## src/rtl/uart_rx.sv

```systemverilog
// 8N1 UART receiver: two-flop input synchronizer, mid-bit start validation,
// centre sampling of data/stop bits, one-cycle valid or framing-error pulse.
`timescale 1ns/1ps
module uart_rx #(
    parameter int CLOCKS_PER_BIT = 87
) (
    input  logic       clk,
    input  logic       rst,
    input  logic       Input_RX_Serial,
    output logic [7:0] Output_RX_Byte,
    output logic       Output_RX_Data_Valid,
    output logic       Output_RX_Framing_Error,
    output logic       Output_RX_Active,
    output logic [2:0] o_rx_state
);
    localparam int CW = (CLOCKS_PER_BIT > 1) ? $clog2(CLOCKS_PER_BIT) : 1;
    localparam int H  = (CLOCKS_PER_BIT - 1) / 2;
    localparam logic [CW-1:0] C_LAST = CW'(CLOCKS_PER_BIT - 1);
    localparam logic [CW-1:0] C_HALF = CW'(H);

    typedef enum logic [2:0] {
        S_IDLE      = 3'd0,
        S_START     = 3'd1,
        S_DATA      = 3'd2,
        S_STOP      = 3'd3,
        S_CLEANUP   = 3'd4,
        S_WAIT_IDLE = 3'd5
    } state_t;

    state_t        r_state;
    logic          r_sync1;
    logic          r_sync2;
    logic [CW-1:0] r_clk_count;
    logic [2:0]    r_bit_index;
    logic [7:0]    r_rx_data;
    logic          w_rx_s;

    assign w_rx_s     = r_sync2;
    assign o_rx_state = r_state;

    // Idle-high line: synchronizer resets to 1 so reset release never looks like a start bit.
    always_ff @(posedge clk or posedge rst) begin
        if (rst) begin
            r_sync1 <= 1'b1;
            r_sync2 <= 1'b1;
        end else begin
            r_sync1 <= Input_RX_Serial;
            r_sync2 <= r_sync1;
        end
    end

    always_ff @(posedge clk or posedge rst) begin
        if (rst) begin
            r_state                 <= S_IDLE;
            r_clk_count             <= '0;
            r_bit_index             <= '0;
            r_rx_data               <= '0;
            Output_RX_Byte          <= 8'h00;
            Output_RX_Data_Valid    <= 1'b0;
            Output_RX_Framing_Error <= 1'b0;
            Output_RX_Active        <= 1'b0;
        end else begin
            Output_RX_Data_Valid    <= 1'b0;
            Output_RX_Framing_Error <= 1'b0;
            case (r_state)
                S_IDLE: begin
                    r_clk_count <= '0;
                    r_bit_index <= '0;
                    if (!w_rx_s) begin
                        r_state          <= S_START;
                        Output_RX_Active <= 1'b1;
                    end
                end
                S_START: begin
                    if (r_clk_count == C_HALF) begin
                        r_clk_count <= '0;
                        if (!w_rx_s) begin
                            r_state <= S_DATA;
                        end else begin
                            r_state          <= S_IDLE;
                            Output_RX_Active <= 1'b0;
                        end
                    end else begin
                        r_clk_count <= r_clk_count + 1'b1;
                    end
                end
                S_DATA: begin
                    if (r_clk_count == C_LAST) begin
                        r_clk_count            <= '0;
                        r_rx_data[r_bit_index] <= w_rx_s;
                        if (r_bit_index == 3'd7) begin
                            r_bit_index <= '0;
                            r_state     <= S_STOP;
                        end else begin
                            r_bit_index <= r_bit_index + 3'd1;
                        end
                    end else begin
                        r_clk_count <= r_clk_count + 1'b1;
                    end
                end
                S_STOP: begin
                    if (r_clk_count == C_LAST) begin
                        r_clk_count      <= '0;
                        Output_RX_Active <= 1'b0;
                        if (w_rx_s) begin
                            Output_RX_Byte       <= r_rx_data;
                            Output_RX_Data_Valid <= 1'b1;
                            r_state              <= S_CLEANUP;
                        end else begin
                            Output_RX_Framing_Error <= 1'b1;
                            r_state                 <= S_WAIT_IDLE;
                        end
                    end else begin
                        r_clk_count <= r_clk_count + 1'b1;
                    end
                end
                S_CLEANUP: begin
                    r_state <= S_IDLE;
                end
                // A break (line held low) must not be re-read as a new start bit.
                S_WAIT_IDLE: begin
                    if (w_rx_s) begin
                        r_state <= S_IDLE;
                    end
                end
                default: begin
                    r_state          <= S_IDLE;
                    r_clk_count      <= '0;
                    r_bit_index      <= '0;
                    Output_RX_Active <= 1'b0;
                end
            endcase
        end
    end
endmodule

```

## config.mk

```make
export PLATFORM = sky130hd
export DESIGN_NAME = uart_rx
export DESIGN_NICKNAME = d
export VERILOG_FILES = /design/src/rtl/uart_rx.sv
export SDC_FILE = /design/constraint.sdc
export NUM_CORES = 1
export LEC_CHECK = 0
export CAP_MARGIN = 20
export CORE_ASPECT_RATIO = 0.6
export CORE_UTILIZATION = 40
export CTS_CLUSTER_DIAMETER = 30
export DETAILED_ROUTE_END_ITERATION = 10
export HOLD_SLACK_MARGIN = 0.03
export PLACE_DENSITY = 0.64
export SLEW_MARGIN = 0
export SYNTH_ARGS = -nofsm -noshare
export SYNTH_HDL_FRONTEND = slang
export SYNTH_SLANG_ARGS = --single-unit
```

## constraint.sdc

```tcl
create_clock -name clk -period 1.9 [get_ports clk]
set_input_delay 0.285 -clock clk [delete_from_list [all_inputs] [get_ports clk]]
set_output_delay 0.285 -clock clk [all_outputs]
set_load 0.01 [all_outputs]
```

# Word-level counts from Yosys, hierarchy flattened
# Index checks and enable logic that the tools add are counted.
[word_totals] regBits=34
[classes] addsub=2 n_lt_le_gt_ge=2 eq_ne=15 muxes=29 bitwise_logic=2 n_reduce_logical=11
[ops] cell="2-to-1 mux 3 bit" n=8
[ops] cell="case mux 7 bit (3 select lines)" n=1
[ops] cell="case mux 3 bit (5 select lines)" n=1
[ops] cell="2-to-1 mux 7 bit" n=2
[ops] cell="inequality test 2 bit, second input constant" n=7
[ops] cell="2-to-1 mux 1 bit" n=12
[ops] cell="equality test 3 bit, second input constant" n=3
[ops] cell="bitwise mux 8 bit" n=1
[ops] cell="adder 7 x 1 -> 7 bit, second input constant" n=1
[ops] cell="equality test 7 x 6 -> 1 bit, second input constant" n=1
[ops] cell="equality test 7 bit, second input constant" n=1
[ops] cell="equality test 3 x 2 -> 1 bit, second input constant" n=2
[ops] cell="case mux 3 bit (2 select lines)" n=1
[ops] cell="AND reduction 6 bit" n=1
[ops] cell="AND reduction 5 bit" n=1
[ops] cell="< comparator 3 x 4 -> 1 bit, second input constant" n=1
[ops] cell="case mux 1 bit (4 select lines)" n=1
[ops] cell="AND reduction 2 bit" n=2
[ops] cell="OR reduction 2 bit" n=2
[ops] cell="OR reduction 4 bit" n=1
[ops] cell="adder 3 x 1 -> 3 bit, second input constant" n=1
[ops] cell="demux 1 bit (select 3 bit)" n=1
[ops] cell="equality test 3 x 1 -> 1 bit, second input constant" n=1
[ops] cell=">= comparator 3 x 1 -> 1 bit, second input constant" n=1
[ops] cell="other kinds (6)" n=7

# Longest topological paths before layout
[depth] ltp_word=5 mapped_depth=6 mapped_depth_nobuf=6

# Worst setup path before layout
# OpenSTA, ideal clock, no wires.
[synth_path] kind="register -> register" start="register r_clk_count[0]" end="register Output_RX_Byte[0]" setup_time_ns=0.125 arrival_time_ns=1.567 path_slack_ns=0.208 path_stages_with_launch=7 path_buffers=0 synth_period_minus_slack_ns=1.692 path_cell_list="dfrtp_1 inv_1 ha_1 and4b_2 nand3_4 nor2_8 mux2_4"
[synth_between] elab_chain_cells=2
[synth_rtl] item="from (decl)" line="33" source="logic [CW-1:0] r_clk_count;"
[synth_rtl] item="from (signal assigned)" line="84" source="r_clk_count <= r_clk_count + 1'b1;"
[synth_rtl] item="from (signal assigned)" line="98" source="r_clk_count <= r_clk_count + 1'b1;"
[synth_rtl] item="from (signal assigned)" line="114" source="r_clk_count <= r_clk_count + 1'b1;"
[synth_rtl] item="equality test 7 bit" line="102" source="if (r_clk_count == C_LAST) begin"
[synth_rtl] item="AND reduction 3 bit (no source line)"
[synth_rtl] item="to (signal assigned)" line="106" source="Output_RX_Byte <= r_rx_data;"
[synth_rtl] item="to (decl)" line="10" source="output logic [7:0] Output_RX_Byte,"
# No other way between the ends.
# A chain may end at the register's enable or synchronous reset.

# Worst setup path after layout
[layout_path] start="register r_clk_count[1]" end="register Output_RX_Byte[2]"
# Same word-level chain as after synthesis.

==> flow_metrics.tcl <==
set metrics [dict create \
    io_buffers 16 \
    rsz0062_at_grt "no" \
    fin_area_sq_um 2126 \
    grt_pass1_vias 1165 \
    std_cell_rows 18 \
    synthCells 151 \
    clockRootBuffer "clkbuf_8" \
    synth_xor_xnor_area_share 0.02482 \
    dp_hpwl_mm 2.482 \
    numCtsBuffers 5 \
    crit_arrival_ns 1.95 \
    final_cell_mix "dfrtp_1, clkdlybuf4s50_1, mux2_4" \
    synth_edf_count 0 \
    worstMarginPinSlew_ns 0.4488 \
    synth-seq-cells 34 \
    startpoint_type "register" \
    place_area_sq_um 2033 \
    dieArea_sq_um 4689 \
    whs_ns 0.3570 \
    htree_levels 2 \
    synthFlopType "dfrtp_1" \
    max_stage_delay_ns 0.41 \
    num_antenna_cells 0 \
    mostFrequentLayoutCell "dfrtp_1" \
    cts_sinks 34 \
    max_freq_mhz 559.9 \
    synth-simple-area-share 0.2270 \
    synth_top_family_by_area "simple AND/OR/NAND/NOR gates" \
    power_density_nw_per_um2 673.3 \
    vias_per_cell 5.241 \
    r2r.worst_path.cells 5 \
    power.total_mw 1.431 \
    clk_latency_ns 0.28 \
    antenna_found_initial 0 \
    synthAdderAreaFrac 0.02837 \
    drive_gt1_frac 0.2147 \
    ios 17 \
    p_leak_nw 0.9708 \
    num-fill-cells 365 \
    wire_per_inst_um 14.56 \
    vdd_drop_max_v 0.0003029 \
    wl_met3_um 174 \
    critPathKind "reg2reg" \
    cts_tree "yes" \
    fin_skew_ns 0.004216 \
    cts_hold_buf 0 \
    drv_slew 0 \
    syn2layout_area_growth_pct 20.50 \
    cp.required_ns 2.06 \
    ys_seq_area_frac 0.4837 \
    drt-met1-wl_mm 1.922 \
    start_util 0.4234 \
    via_count 1242 \
    grt_pass1_wl_mm 5.830 \
    setup-violations-final 0 \
    final_nets 183 \
    grt_util_all_layers 0.1663 \
    gr-total-overflow 0 \
    syn-num-nets 158 \
    ant_nets 0 \
    grt_max_degree 35 \
    wl_met2_mm 1.354 \
    core_area_sq_um 4167 \
    worstPathMaxFanout 8 \
    drv_cap 0 \
    place_congestion 0.8385 \
    holdPathStages 0 \
    hold_viol 0 \
    wirelength_mm 3.451 \
    drc 0 \
    fp.dieH_um 53.44 \
    yosysUniqueCellTypes 41 \
    holdCritPathClass "reg2reg" \
    crit_chain "ha_1, and4b_2, nand3_4, nor2_8, mux2_4" \
    tns_ns 0 \
    drt_pass1_iterations 4 \
    dr.max_layer_used "met3" \
    cp_slowest_cell "dfrtp_1" \
    die-width_um 87.74 \
    clock_path_buffers 2 \
    drtIter0Drc 73 \
    status "complete, no violations" \
    ys_warn_count 0 \
    clk_pin_slew_ns 0.07 \
    finalCriticalPeriod_ns 1.786 \
    syn_avg_cell_area_sq_um 11.68 \
    synth_compound_area_frac 0.08298 \
    async_flop_share 1.000 \
    slew_headroom 0.7002 \
    muxShareOfSynthArea 0.1277 \
    worstSetupEndpointType "register" \
    period_share 0.9400 \
    synth_area_sq_um 1764 \
]
## layout make-up
cell class                      count  area [sq um]  area share
Clock buffer                        7         86.33     0.04061
Clock inverter                      1         5.005    0.002354
Inverter                            5         18.77    0.008829
Multi-Input combinational cell    106         865.8      0.4073
Sequential cell                    34         854.6      0.4020
Tap cell                           60         75.07     0.03531
Timing Repair Buffer               24         220.2      0.1036
## sequential cells by signal, summed over array words and instances, names as in the netlist
name and count:
Output_RX_Active 1, Output_RX_Byte 8, r_sync1 1, o_rx_state 3
r_clk_count 7, r_bit_index 3, r_rx_data 8, Output_RX_Data_Valid 1
r_sync2 1, Output_RX_Framing_Error 1
## routing by layer
| metal | up-vias | GRT usage |
|---|---|---|
| li1 | 598 | - |
| met1 | 610 | 0.2602 |
| met3 | 0 | 0.04680 |
| met5 | - | 0 |
| met4 | 0 | 0.03279 |
| met2 | 34 | 0.2196 |
## path summary, 6_finish.rpt
check	start	end	slack, ns
min in group asynchronous	rst	Output_RX_Byte[4]$_DFFE_PP0P_	0.40
max	r_clk_count[1]$_DFFE_PP0N_	Output_RX_Byte[2]$_DFFE_PP0P_	0.11
max reg2reg	r_clk_count[1]$_DFFE_PP0N_	Output_RX_Byte[2]$_DFFE_PP0P_	0.11
min	r_sync1$_DFF_PP1_	r_sync2$_DFF_PP1_	0.36
max in group asynchronous	rst	r_sync1$_DFF_PP1_	1.16
min reg2reg	r_sync1$_DFF_PP1_	r_sync2$_DFF_PP1_	0.36
## synthesized netlist by cell type (2+ instances only)
cell,instances,area share
a21oi_1,3,0.0085
a22oi_1,2,0.0085
a32oi_1,2,0.0099
and3_1,3,0.011
buf_2,3,0.0085
clkbuf_1,3,0.0064
dfrtp_1,32,0.45
dfstp_2,2,0.030
ha_1,4,0.028
inv_1,5,0.011
mux2_1,4,0.026
mux2_4,12,0.10
nand2_1,11,0.023
nand2b_1,5,0.018
nand3_1,7,0.020
nand3b_1,3,0.013
nand4_1,4,0.014
nor2_1,11,0.023
nor2b_1,3,0.011
nor3_1,3,0.0085
o21bai_1,2,0.0085
o31ai_1,4,0.017
xor2_1,5,0.025
## cells by family (layout without fill, tap and decap cells)
group,count (synthesis),after routing
and+or+nand+nor,61,61
muxes,16,16
xor gates and xnor gates,5,5
AOI/OAI and AO/OA,20,20
buffers and inverters,11,37
adders and majority gates,4,4
DFF,34,34
## power breakdown
group | switching (mW) | internal [mW] | leakage [nW]
logic | 0.0732 | 0.0537 | 0.468
clock network | 0.251 | 0.292 | 0.0482
registers | 0.0194 | 0.742 | 0.455
## what timing repair did
action / CTS / global route
endpoints found under the setup margin: 1 / 1
buffers inserted: 0 / 0
hold endpoints to repair: 0 / 0
gates resized for setup: 1 / 0
cloned: 0 / 0
pin swaps: 0 / 1
## metrics by stage
step / util / setup WS, ns / std cells
2_1_floorplan: - / 0.2078 / 151
3_3_place_gp: 0.4880 / 0.1423 / 229
3_5_place_dp: 0.4880 / 0.1189 / 229
4_1_cts: 0.5102 / 0.1096 / 237
5_1_grt: 0.5102 / 0.01820 / 237
6_report: 0.5102 / 0.1139 / 237
## worst max-delay path: cells and delay by family, from the launching register on
kind / cells / cell delay [ns]
and+or+nand+nor: 3 / 0.73
muxes: 1 / 0.32
DFF: 1 / 0.41
adders and majority gates: 1 / 0.20
Note: power is estimated with default switching activity, not from simulation.
